## config.mk

```make
export PLATFORM = sky130hd
export DESIGN_NAME = pcm_i2s_tx
export DESIGN_NICKNAME = d
export VERILOG_FILES = /design/src/rtl/audio_pkg.sv /design/src/rtl/pcm_frame_fifo.sv /design/src/rtl/pcm_i2s_tx.sv
export SDC_FILE = /design/constraint.sdc
export NUM_CORES = 1
export LEC_CHECK = 0
export CAP_MARGIN = 5
export CORE_MARGIN = 2
export CORE_UTILIZATION = 35
export CTS_CLUSTER_DIAMETER = 150
export DETAILED_ROUTE_END_ITERATION = 7
export GPL_TIMING_DRIVEN = 0
export PLACE_DENSITY = 0.57
export RECOVER_POWER = 25
export SYNTH_ARGS = -nofsm -noshare
export SYNTH_HDL_FRONTEND = slang
export SYNTH_SLANG_ARGS = --single-unit
```

## constraint.sdc

```tcl
create_clock -name clk -period 6.9 [get_ports clk]
set_clock_uncertainty 0.1 [all_clocks]
set_input_delay 1.035 -clock clk [delete_from_list [all_inputs] [get_ports clk]]
set_output_delay 1.035 -clock clk [all_outputs]
set_load 0.02 [all_outputs]
```

## src/rtl/audio_pkg.sv

```systemverilog
// Shared constants and types for the stereo PDM-to-I2S audio chain.
package audio_pkg;

   localparam int PCM_W    = 16;
   localparam int PCM_SLOT = 32;

   typedef struct packed {
      logic signed [PCM_W-1:0] left;
      logic signed [PCM_W-1:0] right;
   } stereo_frame_t;

   typedef enum logic {IDLE = 1'b0, RUN = 1'b1} tx_state_t;

endpackage

```

## src/rtl/pcm_frame_fifo.sv

```systemverilog
// Small stereo frame FIFO. A push on a full FIFO is accepted only when a pop
// frees a slot in the same cycle; a pop on an empty FIFO never bypasses a push.
module pcm_frame_fifo
   import audio_pkg::*;
#(
   parameter int FW    = $bits(stereo_frame_t),
   parameter int DEPTH = 4
) (
   input  logic                       clk,
   input  logic                       rst,
   input  logic                       push,
   input  logic [FW-1:0]              din,
   input  logic                       pop,
   output logic [FW-1:0]              dout,
   output logic                       full,
   output logic                       empty,
   output logic [$clog2(DEPTH+1)-1:0] level
);

   localparam int AW = $clog2(DEPTH);
   localparam int LW = $clog2(DEPTH+1);

   logic [FW-1:0] mem_q [DEPTH];
   logic [FW-1:0] mem_d [DEPTH];
   logic [AW-1:0] wr_q, wr_d, rd_q, rd_d;
   logic [LW-1:0] level_q, level_d;
   logic          wr_en, rd_en;

   assign empty = (level_q == '0);
   assign full  = (level_q == LW'(DEPTH));
   assign rd_en = pop && !empty;
   assign wr_en = push && (!full || rd_en);
   assign dout  = mem_q[rd_q];
   assign level = level_q;

   always_comb begin
      mem_d   = mem_q;
      wr_d    = wr_q;
      rd_d    = rd_q;
      level_d = level_q;
      if (wr_en) begin
         mem_d[wr_q] = din;
         wr_d        = wr_q + AW'(1);
      end
      if (rd_en)
         rd_d = rd_q + AW'(1);
      if (wr_en && !rd_en)
         level_d = level_q + LW'(1);
      else if (!wr_en && rd_en)
         level_d = level_q - LW'(1);
   end

   always_ff @(posedge clk or posedge rst) begin
      if (rst) begin
         mem_q   <= '{default: '0};
         wr_q    <= '0;
         rd_q    <= '0;
         level_q <= '0;
      end else begin
         mem_q   <= mem_d;
         wr_q    <= wr_d;
         rd_q    <= rd_d;
         level_q <= level_d;
      end
   end

endmodule

```

## src/rtl/pcm_i2s_tx.sv

```systemverilog
// Buffers stereo PCM pairs and serialises them as I2S (bclk/lrclk/sdata).
// Define PCM_TX_LEFT_JUSTIFIED_EN for left-justified framing (lrclk high = left).
module pcm_i2s_tx
   import audio_pkg::*;
#(
   parameter int W        = PCM_W,
   parameter int SLOT     = PCM_SLOT,
   parameter int BCLK_DIV = 10,
   parameter int DEPTH    = 4
) (
   input  logic                       clk,
   input  logic                       rst,
   input  logic                       en_pcm,
   input  logic [W-1:0]               din_left,
   input  logic [W-1:0]               din_right,
   output logic                       bclk,
   output logic                       lrclk,
   output logic                       sdata,
   output logic [$clog2(DEPTH+1)-1:0] level,
   output logic                       overrun,
   output logic                       underrun
);

   localparam int HW = (BCLK_DIV > 1) ? $clog2(BCLK_DIV) : 1;
   localparam int BW = $clog2(2*SLOT);
   localparam int LW = $clog2(DEPTH+1);
   localparam logic [BW-1:0] LAST_BIT = BW'(2*SLOT-1);
   localparam logic [BW-1:0] SLOT_B   = BW'(SLOT);
   localparam logic [BW-1:0] W_B      = BW'(W);

   logic [HW-1:0] hcnt_q, hcnt_d;
   logic [BW-1:0] bitcnt_q, bitcnt_d;
   logic          bclk_q, bclk_d, lrclk_q, lrclk_d, sdata_q, sdata_d;
   logic          overrun_q, overrun_d, underrun_q, underrun_d;
   tx_state_t     state_q, state_d;
   logic [W-1:0]  frm_l_q, frm_l_d, frm_r_q, frm_r_d;

   logic          tick, fall, boundary, pop;
   logic          fifo_full, fifo_empty;
   logic [2*W-1:0] fifo_dout;
   logic          ch;
   logic [BW-1:0] s_idx;
   logic [W-1:0]  word, shifted;

   pcm_frame_fifo #(.FW(2*W), .DEPTH(DEPTH)) u_fifo (
      .clk   (clk),
      .rst   (rst),
      .push  (en_pcm),
      .din   ({din_left, din_right}),
      .pop   (pop),
      .dout  (fifo_dout),
      .full  (fifo_full),
      .empty (fifo_empty),
      .level (level)
   );

   assign tick     = (hcnt_q == HW'(BCLK_DIV-1));
   assign fall     = tick && bclk_q;
   assign boundary = fall && (bitcnt_q == LAST_BIT);

   always_comb begin
      hcnt_d     = tick ? '0 : hcnt_q + HW'(1);
      bclk_d     = tick ? ~bclk_q : bclk_q;
      bitcnt_d   = bitcnt_q;
      state_d    = state_q;
      frm_l_d    = frm_l_q;
      frm_r_d    = frm_r_q;
      pop        = 1'b0;
      underrun_d = 1'b0;
      // A full FIFO always has data, so a concurrent pop frees the slot.
      overrun_d  = en_pcm && fifo_full && !pop;
      if (fall)
         bitcnt_d = boundary ? '0 : bitcnt_q + BW'(1);
      if (boundary) begin
         case (state_q)
            IDLE: begin
               if (level >= LW'(2)) begin
                  pop     = 1'b1;
                  frm_l_d = fifo_dout[2*W-1:W];
                  frm_r_d = fifo_dout[W-1:0];
                  state_d = RUN;
               end
            end
            RUN: begin
               if (!fifo_empty) begin
                  pop     = 1'b1;
                  frm_l_d = fifo_dout[2*W-1:W];
                  frm_r_d = fifo_dout[W-1:0];
               end else begin
                  frm_l_d    = '0;
                  frm_r_d    = '0;
                  underrun_d = 1'b1;
                  state_d    = IDLE;
               end
            end
            default: state_d = IDLE;
         endcase
      end
      overrun_d = en_pcm && fifo_full && !pop;
   end

   // Output bit is chosen from the post-tick bit position and frame.
   assign ch      = (bitcnt_d >= SLOT_B);
   assign s_idx   = ch ? bitcnt_d - SLOT_B : bitcnt_d;
   assign word    = ch ? frm_r_d : frm_l_d;
   assign shifted = word << s_idx;

   always_comb begin
      lrclk_d = lrclk_q;
      sdata_d = sdata_q;
      if (fall) begin
         sdata_d = (s_idx < W_B) && shifted[W-1];
`ifdef PCM_TX_LEFT_JUSTIFIED_EN
         lrclk_d = !ch;
`else
         lrclk_d = (((bitcnt_d == LAST_BIT) ? '0 : bitcnt_d + BW'(1)) >= SLOT_B);
`endif
      end
   end

   always_ff @(posedge clk or posedge rst) begin
      if (rst) begin
         hcnt_q     <= '0;
         bitcnt_q   <= LAST_BIT;
         bclk_q     <= 1'b0;
         lrclk_q    <= 1'b0;
         sdata_q    <= 1'b0;
         overrun_q  <= 1'b0;
         underrun_q <= 1'b0;
         state_q    <= IDLE;
         frm_l_q    <= '0;
         frm_r_q    <= '0;
      end else begin
         hcnt_q     <= hcnt_d;
         bitcnt_q   <= bitcnt_d;
         bclk_q     <= bclk_d;
         lrclk_q    <= lrclk_d;
         sdata_q    <= sdata_d;
         overrun_q  <= overrun_d;
         underrun_q <= underrun_d;
         state_q    <= state_d;
         frm_l_q    <= frm_l_d;
         frm_r_q    <= frm_r_d;
      end
   end

   assign bclk     = bclk_q;
   assign lrclk    = lrclk_q;
   assign sdata    = sdata_q;
   assign overrun  = overrun_q;
   assign underrun = underrun_q;

endmodule

```

# After elaboration in Yosys (flattened, before gate mapping)
# Index checks and enable logic that the tools add are counted.
# totals
reg_bits,183
out_inout_bits,8
# op_classes
n_addsub,8
n_lt_le_gt_ge,7
eq_ne,4
shift,1
muxes,29
bitwise_logic,4
n_reduce_logical,18
# ops
cell,n
128-bit bitwise mux,1
16-bit 2-to-1 mux,7
32-bit 2-to-1 mux,3
32-bit binary-select mux with 2-bit select,1
32-bit demux with 2-bit select,1
16-bit case mux with 2 select lines,2
6-bit 2-to-1 mux,4
16-bit by 6-bit left shift with 16-bit output,1
6-bit by 1-bit adder with 6-bit output (second input constant),2
6-bit equality test (second input constant),2
6-bit greater-or-equal comparator (second input constant),2
1-bit logical AND,10
3-bit greater-or-equal comparator (second input constant),2
6-bit by 5-bit less-than comparator with 1-bit output (second input constant),1
1-bit 2-to-1 mux,6
3-bit 2-to-1 mux,2
2-bit NOT with 3-bit output,2
6-bit subtractor (second input constant),1
1-bit zero test,5
2-bit by 1-bit adder with 2-bit output (second input constant),2
4-bit by 1-bit adder with 4-bit output (second input constant),1
4-bit equality test (second input constant),1
4-bit 2-to-1 mux,1
3-bit by 1-bit adder with 3-bit output (second input constant),1
9 further kinds,10

# Longest topological paths before layout
# depth
ltp_word,11
depth_mapped,13
ltp_nobuf,10

# Hierarchy
# From an unflattened synthesis, not the netlist that was laid out.
# hier_totals
cells_unflattened,596
area_unflattened_um2,8390.5
# modules_own_cells
mod,instances,cells_each,area_per_inst_um2
pcm_frame_fifo,1,348,5977.0
pcm_i2s_tx,1,248,2413.6

# Worst setup path after synthesis
# Ideal clock, no wire load.
# synth_timing
kind,register -> register
from,register bitcnt_q[0]
to,"register u_fifo.level_q[2], in the netlist u_fifo.level[2]"
t_arrival_ps,3019
slack_ps,3700
path_stages_with_launch,14
path_buffers,3
period_less_slack_ps,3200
cell_sequence,dfstp_2 > ha_1 > clkbuf_2 > nand4_1 > or4_1 > buf_2 > buf_6 > a31oi_4 > ha_1 > inv_1 > fa_1 > xor2_1 > nor2_1 > xor2_1
# synth_between
elab_chain_len,9
# synth_lines
element,line,text
from (decl),pcm_i2s_tx.sv:32,"logic [BW-1:0] bitcnt_q, bitcnt_d;"
from (signal assigned),pcm_i2s_tx.sv:135,bitcnt_q <= bitcnt_d;
6-bit equality test *,pcm_i2s_tx.sv:59,assign boundary = fall && (bitcnt_q == LAST_BIT);
1-bit logical AND *,pcm_i2s_tx.sv:59,
1-bit 2-to-1 mux *,pcm_i2s_tx.sv:74,if (boundary) begin
1-bit logical AND *,pcm_frame_fifo.sv:31,assign rd_en = pop && !empty;
1-bit logical OR *,pcm_frame_fifo.sv:32,assign wr_en = push && (!full || rd_en);
1-bit logical AND *,pcm_frame_fifo.sv:32,
net u_fifo.wr_en,pcm_frame_fifo.sv:27,"logic wr_en, rd_en;"
1-bit zero test,pcm_frame_fifo.sv:49,else if (!wr_en && rd_en)
1-bit logical AND,pcm_frame_fifo.sv:49,
2-bit nonzero test (no line),--,
to (signal assigned),pcm_frame_fifo.sv:63,level_q <= level_d;
to (decl),pcm_frame_fifo.sv:26,"logic [LW-1:0] level_q, level_d;"
# The timed path passes the listed nets; every way through them passes the cells marked *.
# A chain may end at the register's enable or synchronous reset.

# Final worst setup path
# layout_timing
from,register bitcnt_q[0]
to,"register u_fifo.level_q[1], in the netlist u_fifo.level[1]"
# layout_rtl
element,line,text
6-bit equality test *,pcm_i2s_tx.sv:59,
1-bit logical AND *,pcm_i2s_tx.sv:59,
1-bit 2-to-1 mux *,pcm_i2s_tx.sv:74,
1-bit logical AND *,pcm_frame_fifo.sv:31,
1-bit logical OR,pcm_frame_fifo.sv:32,
1-bit logical AND,pcm_frame_fifo.sv:32,
1-bit logical AND *,pcm_frame_fifo.sv:47,if (wr_en && !rd_en)
3-bit 2-to-1 mux *,pcm_frame_fifo.sv:47,
net u_fifo.level_d[1],pcm_frame_fifo.sv:26,
# Marks and branches as above.

==> summary.md <==
| Metric | Value |
|---|---|
| Status | `complete, but fails checks` |
| Failing checks | `max-capacitance violations, max-slew violations` |
| Yosys cell types | `40` |
| Post-route ant nets | `0` |
| FF+latch count, synth | `183` |
| Detail Placement HPWL | `roughly 12,000 µm` |
| CP top delay family | `buffers and inverters` |
| CORE AREA | `about 23,000 µm²` |
| CTS Sinks | `~180` |
| Final hold violation count | `0` |
| Flop pwr share | `0.470` |
| Most frequent cells in the layout | `dfrtp_1, mux2_2, clkdlybuf4s50_1` |
| Mean Syn Cell Area | `about 15 µm²` |
| Area Growth Syn to Fin | `16.9%` |
| Switching power total | `around 1000 µW` |
| Post-CTS Resized | `0` |
| Antenna fix cells | `0` |
| Synth Area in Adders | `0.0117` |
| Row cnt | `55` |
| Worst-path clk slew | `about 0.070 ns` |
| EDFF count, synth | `0` |
| Port Buf Inserts | `42` |
| Xor and xnor area share after synthesis | `0.0151` |
| Critical path fanouts, max | `10` |
| Slowest cell on crit path | `nor4_2` |
| Largest net degree at the start of global routing | `between 100 and 150` |
| Nets | `approximately 630` |
| Hold buffers post-CTS | `0` |
| Placement Cell Area | `8950 µm²` |
| Complex-gate fraction of the synthesized area | `0.0511` |
| Post-CTS Setup Bufs | `0` |
| Congestion Overflow GR | `0` |
| Most common cell after layout, fill and taps aside | `dfrtp_1` |
| DIE AREA | `approximately 24,000 µm²` |
| Routed length per instance | `between 20 and 25 µm` |
| Minimum clock period | `around 4 ns` |
| Max IR drop VDD | `roughly 0.15 mV` |
| WP buf/inv | `4` |
| Starting density of the core | `0.358` |
| Hold crit path type | `reg2reg` |
| Clock power share | `0.269` |
| Unrepaired setup endpoints after global routing | `false` |
| Die width | `roughly 160 µm` |
| Slowest stage delay, CP | `slightly below 0.9 ns` |
| First-pass GRT wire length | `around 29,000 µm` |
| Int Pwr | `between 2000 and 3000 µW` |
| Post-synthesis mux area share | `0.303` |
| Share of cells above drive strength 1 | `0.380` |
| Initial DRC count | `approximately 120` |
| Comb pwr share | `0.261` |
| Clock root buffer | `clkbuf_16` |
| Max clock buf depth | `2` |
| Crit Path Class | `reg2reg` |
| Syn. warnings | `0` |
| Post-Synthesis Net Count | `around 570` |
| Routability cong. | `0.768` |
| Drt pass-1 iters | `4` |
| Final Max Slew Viols | `70` |
| Post-route cell area | `9510 µm²` |
| I/O pins | `between 40 and 50` |
| Asr flop ratio synth | `1.00` |
| Clk_lat worst skew | `approximately 0.44 ns` |
| Sum of negative setup slack | `0 ns` |
| Static Leakage | `between 0.003 and 0.004 µW` |
| Worst-margin pin slew | `around 3.1 ns` |
| Synth Instances | `530` |
| Clock H-tree levels | `4` |
| Gr usage total | `0.156` |
| Initial antenna violation count | `0` |
| Vias in the first global route | `5,106` |
| Cell Chain, Critical Path | `ha_1, clkbuf_1, nand4_1, nor4_2, clkbuf_1, inv_1, ha_1, inv_1, fa_1, mux2_2` |
| Fin crit share | `0.588` |
| Seq/Total Area, Yosys | `0.564` |
| Vias | `around 4,700` |
| Primary FF master, synth | `dfrtp_1` |
| Die height | `~160 µm` |
| Total power | `around 3600 µW` |
| TritonCTS clock tree | `done` |
| Crit path arrival time | `approximately 4.3 ns` |
| Drt total wl | `roughly 18,000 µm` |
| DRC Markers | `0` |
| Vias per Instance | `approximately 5.3` |
| CP Capture Type | `flip-flop` |
| Pwr dens | `approximately 380 nW/µm²` |
| MaxCap Viol Count | `1` |
| Num CTS Buffers | `17` |
| Sw Share | `0.283` |
| F_max | `246 MHz` |
| Largest family of logic cells by synthesized area | `multiplexers` |
| Post-synthesis simple-gate area fraction | `0.0305` |
| WP data required | `about 7 ns` |
| # setup viols final | `0` |
| Synth Cell Area | `between 8000 and 9000 µm²` |
| Critical path startpoint category | `flip-flop` |
| Relative slew margins | `-1.08` |
## worst reg2reg max path, delay by kind of cell (launching register included)
kind / cells / cell delay (ns)
buffers and inverters: 4 / 1.09
adder cells (fa/ha/maj): 3 / 0.84
AND/OR/NAND/NOR: 2 / 1.06
flip-flops: 1 / 0.60
multiplexers: 1 / 0.26
## power by group through the flow
| stage | Combinational [µW] | Clock [µW] | Sequential, µW |
|---|---|---|---|
| after global placement | 908 | 0 | 1660 |
| after detailed placement | 956 | 0 | 1710 |
| after floorplan | 726 | 0 | 1640 |
| final | 936 | 966 | 1690 |
| after CTS | 956 | 990 | 1680 |
| after global routing | 1010 | 1040 | 1740 |
## metrics by stage
stage               std cells  setup slack [ns]  utilization  hold WS [ns]
finish                    890              2.84        0.419         0.396
floorplan                 530             0.803            -         0.366
global route              890              2.61        0.419         0.414
detailed placement        858              3.02        0.394         0.387
CTS                       890              3.04        0.420         0.405
global placement          857             -1.18        0.392         0.378
## sequential cells by signal, summed over array words and instances, names as in the netlist
signal	cells
underrun	1
sdata	1
u_fifo.wr_q	2
state_q	1
u_fifo.mem_q	128
bclk	1
u_fifo.rd_q	2
lrclk	1
overrun	1
bitcnt_q	6
u_fifo.level	3
frm_r_q	16
hcnt_q	4
frm_l_q	16
## kinds of logic (layout without fill, tap and decap cells)
logic type                 count (synthesis)  in the layout
xor gates and xnor gates                  14             14
adders and majority gates                  7              7
AOI/OAI and AO/OA                         50             50
and+or+nand+nor                           44             44
buffers and inverters                     43            118
muxes                                    189            189
DFF                                      183            183
## worst paths after layout
kind                                      to  cells past startpoint  slack (ns)        start
setup reg to reg             u_fifo.level[1]                     10        2.84  bitcnt_q[0]
hold reg to reg                        lrclk                      2        0.40        lrclk
max in group asynchronous  u_fifo.mem_q[112]                      3        3.39          rst
setup / recovery             u_fifo.level[1]                     10        2.84  bitcnt_q[0]
hold / removal                         lrclk                      2        0.40        lrclk
min in group asynchronous            overrun                      2        1.85          rst
## layer usage
metal | wire length, µm | GRT usage
met1 | 7930 | 0.203
met2 | 9140 | 0.263
met3 | 553 | 0.0352
met4 | 225 | 0.0454
met5 | 0 | 0
## synthesized netlist by cell type, drive strengths merged (4+ instances only)
| master | n | area (µm²) |
|---|---|---|
| dfrtp | 177 | 4430 |
| mux2 | 135 | 1520 |
| a22o | 34 | 298 |
| mux4 | 32 | 721 |
| buf | 23 | 128 |
| mux2i | 22 | 220 |
| nand2 | 16 | 60.1 |
| clkbuf | 11 | 43.8 |
| xnor2 | 11 | 96.3 |
| inv | 9 | 33.8 |
| dfstp | 6 | 158 |
| ha | 6 | 75.1 |
| nor2 | 6 | 22.5 |
| nand3 | 5 | 25.0 |
| o21ai | 5 | 25.0 |
| nand4 | 4 | 25.0 |
## final cells by class
type                            instances  area [µm²]
Tap cell                              285         357
Buffer                                 34         169
Sequential cell                       183        4590
Clock buffer                           17         425
Fill cell                            2045       13200
Timing Repair Buffer                   43         448
Multi-Input combinational cell        304        3330
Clock inverter                         15         160
Inverter                                9        35.0
Note: power is estimated with default switching activity, not from simulation.
==> RTL edit 1: new RTL, same settings <==
The package constant `PCM_SLOT` goes from 32 to 64.
--- a/src/rtl/audio_pkg.sv
+++ b/src/rtl/audio_pkg.sv
@@ -2,7 +2,7 @@
 package audio_pkg;
 
    localparam int PCM_W    = 16;
-   localparam int PCM_SLOT = 32;
+   localparam int PCM_SLOT = 64;
 
    typedef struct packed {
       logic signed [PCM_W-1:0] left;
Check against the original RTL: no difference found for any inputs over 10 cycles, from zero or initial values and one cycle with rst high; that may be too few to reach the edited logic, so the function may still have changed.
==> RTL edit 1 against the original RTL <==
Final area up 6.0%; sequential cell count up 1; routed wire length up 11%; power up 3.0%; hold slack worse by 0.023 ns; synthesized area up 5.6%; the flow still finishes with violations (max-capacitance violations, max-slew violations); largest power group unchanged; largest cell class unchanged; worst setup slack better by 0.34 ns.
==> RTL edit 1: results (changes against the original RTL) <==
<table>
<tr><th>Metric</th><th>Value</th></tr>
<tr><th colspan="2">Run status</th></tr>
<tr><td>Run status</td><td>finished, violations left</td></tr>
<tr><td>Violations in the final reports</td><td>max-capacitance violations, max-slew violations</td></tr>
<tr><th colspan="2">Global routing</th></tr>
<tr><td>Overall routing resource usage</td><td>16.18% (+0.55 points)</td></tr>
<tr><td>Met2 demand-to-capacity share in global routing</td><td>27.31% (+0.96 points)</td></tr>
<tr><td>Met3 usage in global routing</td><td>3.073% (-0.44 points)</td></tr>
<tr><td>Met1 routing resource usage after global routing</td><td>21.52% (+1.3 points)</td></tr>
<tr><td>Wire length of the first global-routing pass</td><td>31,950 µm (+11%)</td></tr>
<tr><th colspan="2">Synth</th></tr>
<tr><td>Multiplexer area fraction after synthesis</td><td>26.32% (-3.9 points)</td></tr>
<tr><td>Synthesized-area fraction occupied by ao, oa, aoi and oai cells</td><td>6.791% (+1.7 points)</td></tr>
<tr><td>Largest cells by area after synthesis</td><td>sky130_fd_sc_hd__dfrtp_1 (52%), sky130_fd_sc_hd__mux2_2 (16%), sky130_fd_sc_hd__mux4_2 (8.9%)</td></tr>
<tr><td>Fraction of the yosys area taken by sequential cells</td><td>53.73% (-2.7 points)</td></tr>
<tr><td>Synth Net Count</td><td>685 (+20%)</td></tr>
<tr><td>Distinct cell type count after synthesis</td><td>65 (+63%)</td></tr>
<tr><th colspan="2">Pwr</th></tr>
<tr><td>Switching power of the nets</td><td>1032 µW (+1.5%)</td></tr>
<tr><td>IR Drop Worst-Case VDD</td><td>0.1593 mV (+7.9%)</td></tr>
<tr><th colspan="2">STA</th></tr>
<tr><td>Actual slew at the worst max-slew pin</td><td>3.457 ns (+0.3542 ns)</td></tr>
<tr><td>Final number of max-transition violations</td><td>78 (+11%)</td></tr>
<tr><th colspan="2">Finish</th></tr>
<tr><td>Final net count</td><td>747 (+18%)</td></tr>
<tr><td>Fraction of layout cells with a size suffix above 1</td><td>31.89% (-6.1 points)</td></tr>
<tr><th colspan="2">Detailed routing</th></tr>
<tr><td>WL met3</td><td>610 µm (+10%)</td></tr>
<tr><td>Wire length on met1</td><td>8959 µm (+13%)</td></tr>
<tr><td>Starting DRT DRC Count</td><td>292 (+140%)</td></tr>
<tr><td>Average detailed-routed wire length per instance</td><td>19.10 µm (-4.8%)</td></tr>
<tr><td>Routed wl met2</td><td>10,090 µm (+10%)</td></tr>
<tr><th colspan="2">Run</th></tr>
<tr><td>Reported max-cap violation count</td><td>1 (unchanged)</td></tr>
<tr><th colspan="2">Placed design</th></tr>
<tr><td>HPWL after detailed placement</td><td>14,270 µm (+18%)</td></tr>
<tr><td>Area of placed instances</td><td>0.009447 mm² (+5.6%)</td></tr>
<tr><td>Pre-CTS setup slack</td><td>3.478 ns (+0.4564 ns)</td></tr>
<tr><th colspan="2">Setup path</th></tr>
<tr><td>Slowest cell delay on critical path</td><td>1.93 ns (+1.06 ns)</td></tr>
</table>
==> RTL edit 1: final cells by class <==
type | count | area, µm²
clock buffer | 20 | 456.7
buffer | 38 | 175.2
tap | 324 | 405.4
clock inverter | 12 | 185.2
sequential | 184 | 4613
multi-input combinational | 399 | 3710
timing repair buffer | 43 | 447.9
inverter | 22 | 83.83
fill | 2210 | 14100
==> RTL edit 1: path summary, 6_finish.rpt <==
kind	startpoint	to	slack, ns	depth (start not counted)
setup reg to reg	bitcnt_q[0]	u_fifo.level[2]	3.40	10
min in group asynchronous	rst	u_fifo.mem_q[83]	1.94	2
max in group clk	bitcnt_q[0]	u_fifo.level[2]	3.40	10
setup / recovery	rst	u_fifo.mem_q[99]	3.18	2
hold reg to reg	frm_r_q[3]	frm_r_q[3]	0.37	2
hold / removal	frm_r_q[3]	frm_r_q[3]	0.37	2
==> RTL edit 2: new RTL, same flow settings <==
Made on the original files. Make the reset (`rst`) synchronous in 2 clocked blocks.
--- a/src/rtl/pcm_frame_fifo.sv
+++ b/src/rtl/pcm_frame_fifo.sv
@@ -50,7 +50,7 @@
          level_d = level_q - LW'(1);
    end
 
-   always_ff @(posedge clk or posedge rst) begin
+   always_ff @(posedge clk) begin
       if (rst) begin
          mem_q   <= '{default: '0};
          wr_q    <= '0;
--- a/src/rtl/pcm_i2s_tx.sv
+++ b/src/rtl/pcm_i2s_tx.sv
@@ -118,7 +118,7 @@
       end
    end
 
-   always_ff @(posedge clk or posedge rst) begin
+   always_ff @(posedge clk) begin
       if (rst) begin
          hcnt_q     <= '0;
          bitcnt_q   <= LAST_BIT;
Behaviour: differs if rst is asserted again (counterexample within 4 cycles, from zero or initial values and one cycle with rst high); with rst held inactive, the same outputs for 10 cycles.
==> RTL edit 2 against the original RTL <==
Hold slack got worse by 0.042 ns; sequential share of layout area fell by 8.4 points; first-iteration DRC count rose to 4.3 times the old value; sequential cell count stayed put; routed wire length grew 37%; global-route usage is 5.4 points higher; synthesized area fell by 3.1%; worst setup slack got worse by 0.41 ns; final area fell by 3.2%; largest cell class is now multi-input combinational cells; highest routed layer unchanged.
Power is not compared: it rests on default switching activity, and its combinational part moved more than twofold at a synthesized area within 25%.
==> RTL edit 2: results (changes against the original RTL) <==
<table>
<tr><th>Metric</th><th>Value</th></tr>
<tr><th colspan="2">Detailed routing</th></tr>
<tr><td>Starting DRT DRC Count</td><td>521 (+330%)</td></tr>
<tr><td>Wire length on met1</td><td>10,890 µm (+37%)</td></tr>
<tr><td>Detailed-router iteration count before antenna repair</td><td>5 (+1)</td></tr>
<tr><td>WL met3</td><td>1401 µm (+150%)</td></tr>
<tr><th colspan="2">Global routing</th></tr>
<tr><td>Wire length of the first global-routing pass</td><td>37,850 µm (+32%)</td></tr>
<tr><td>Overall routing resource usage</td><td>21.06% (+5.4 points)</td></tr>
<tr><td>Initial antenna violation count</td><td>1 (+1)</td></tr>
<tr><td>Met1 routing resource usage after global routing</td><td>28.51% (+8.2 points)</td></tr>
<tr><td>Met3 usage in global routing</td><td>4.369% (+0.85 points)</td></tr>
<tr><td>Met2 demand-to-capacity share in global routing</td><td>33.95% (+7.6 points)</td></tr>
<tr><td>Via count of the first global-routing pass</td><td>6,482 (+27%)</td></tr>
<tr><th colspan="2">STA</th></tr>
<tr><td>Actual slew at the worst max-slew pin</td><td>1.409 ns (-1.694 ns)</td></tr>
<tr><td>Highest attainable clock frequency</td><td>223.9 MHz (-9.1%)</td></tr>
<tr><th colspan="2">Setup path</th></tr>
<tr><td>Slowest cell delay on critical path</td><td>1.22 ns (+0.35 ns)</td></tr>
<tr><td>Worst setup path endpoint</td><td>sdata</td></tr>
<tr><td>Crit path max-delay cell type</td><td>sky130_fd_sc_hd__nor4b_1</td></tr>
<tr><td>Crit path launch</td><td>hcnt_q[0]</td></tr>
<tr><td>Setup slack, reg-to-reg</td><td>2.43 ns (-0.41 ns)</td></tr>
<tr><td>Cell family contributing the most delay on the critical path</td><td>simple AND/OR/NAND/NOR gates</td></tr>
<tr><th colspan="2">Placed design</th></tr>
<tr><td>Routability congestion estimate from global placement</td><td>0.8301 (+8.1%)</td></tr>
<tr><td>HPWL after detailed placement</td><td>16,720 µm (+38%)</td></tr>
<tr><td>Area of placed instances</td><td>0.008640 mm² (-3.4%)</td></tr>
<tr><th colspan="2">Synth</th></tr>
<tr><td>XOR/XNOR share of the synthesized area</td><td>1.334% (-0.17 points)</td></tr>
<tr><td>Synthesized-area fraction occupied by ao, oa, aoi and oai cells</td><td>13.16% (+8.1 points)</td></tr>
<tr><td>Area share of fa/ha/maj cells after synthesis</td><td>1.525% (+0.36 points)</td></tr>
<tr><td>Async SR Flop Fraction</td><td>0% (-100 points)</td></tr>
<tr><th colspan="2">Run status</th></tr>
<tr><td>Run status</td><td>complete, no violations</td></tr>
<tr><th colspan="2">Finish</th></tr>
<tr><td>Number of filler cells placed in the layout</td><td>2,202 (+7.7%)</td></tr>
<tr><td>Final net count</td><td>976 (+54%)</td></tr>
<tr><td>Non-filler cells, final</td><td>1,225 (+38%)</td></tr>
</table>
-- RTL edit 2: changes by cell type in the layout (fill, tap and decap cells not counted), moves of 26 or more --
cell / delta
sky130_fd_sc_hd__a22o_1: -26
sky130_fd_sc_hd__nand2_1: +131
sky130_fd_sc_hd__nand3_1: +129
sky130_fd_sc_hd__clkbuf_1: +60
sky130_fd_sc_hd__a21oi_1: +132
sky130_fd_sc_hd__mux2_2: -134
sky130_fd_sc_hd__dfxtp_1: +183
sky130_fd_sc_hd__dfrtp_1: -177
sky130_fd_sc_hd__nor2_1: +32
-- RTL edit 2: cell type report --
type	count	area (µm²)	area share [%]
plain buffers	82	329.1	3.576
multi-input cells	602	3812	41.43
clock buffers	21	470.5	5.113
clock inverters	10	143.9	1.564
diodes	1	2.502	0.02720
inverters	5	18.77	0.2040
well taps	280	350.3	3.807
repair buffers	41	410.4	4.460
flip-flops and latches	183	3664	39.82
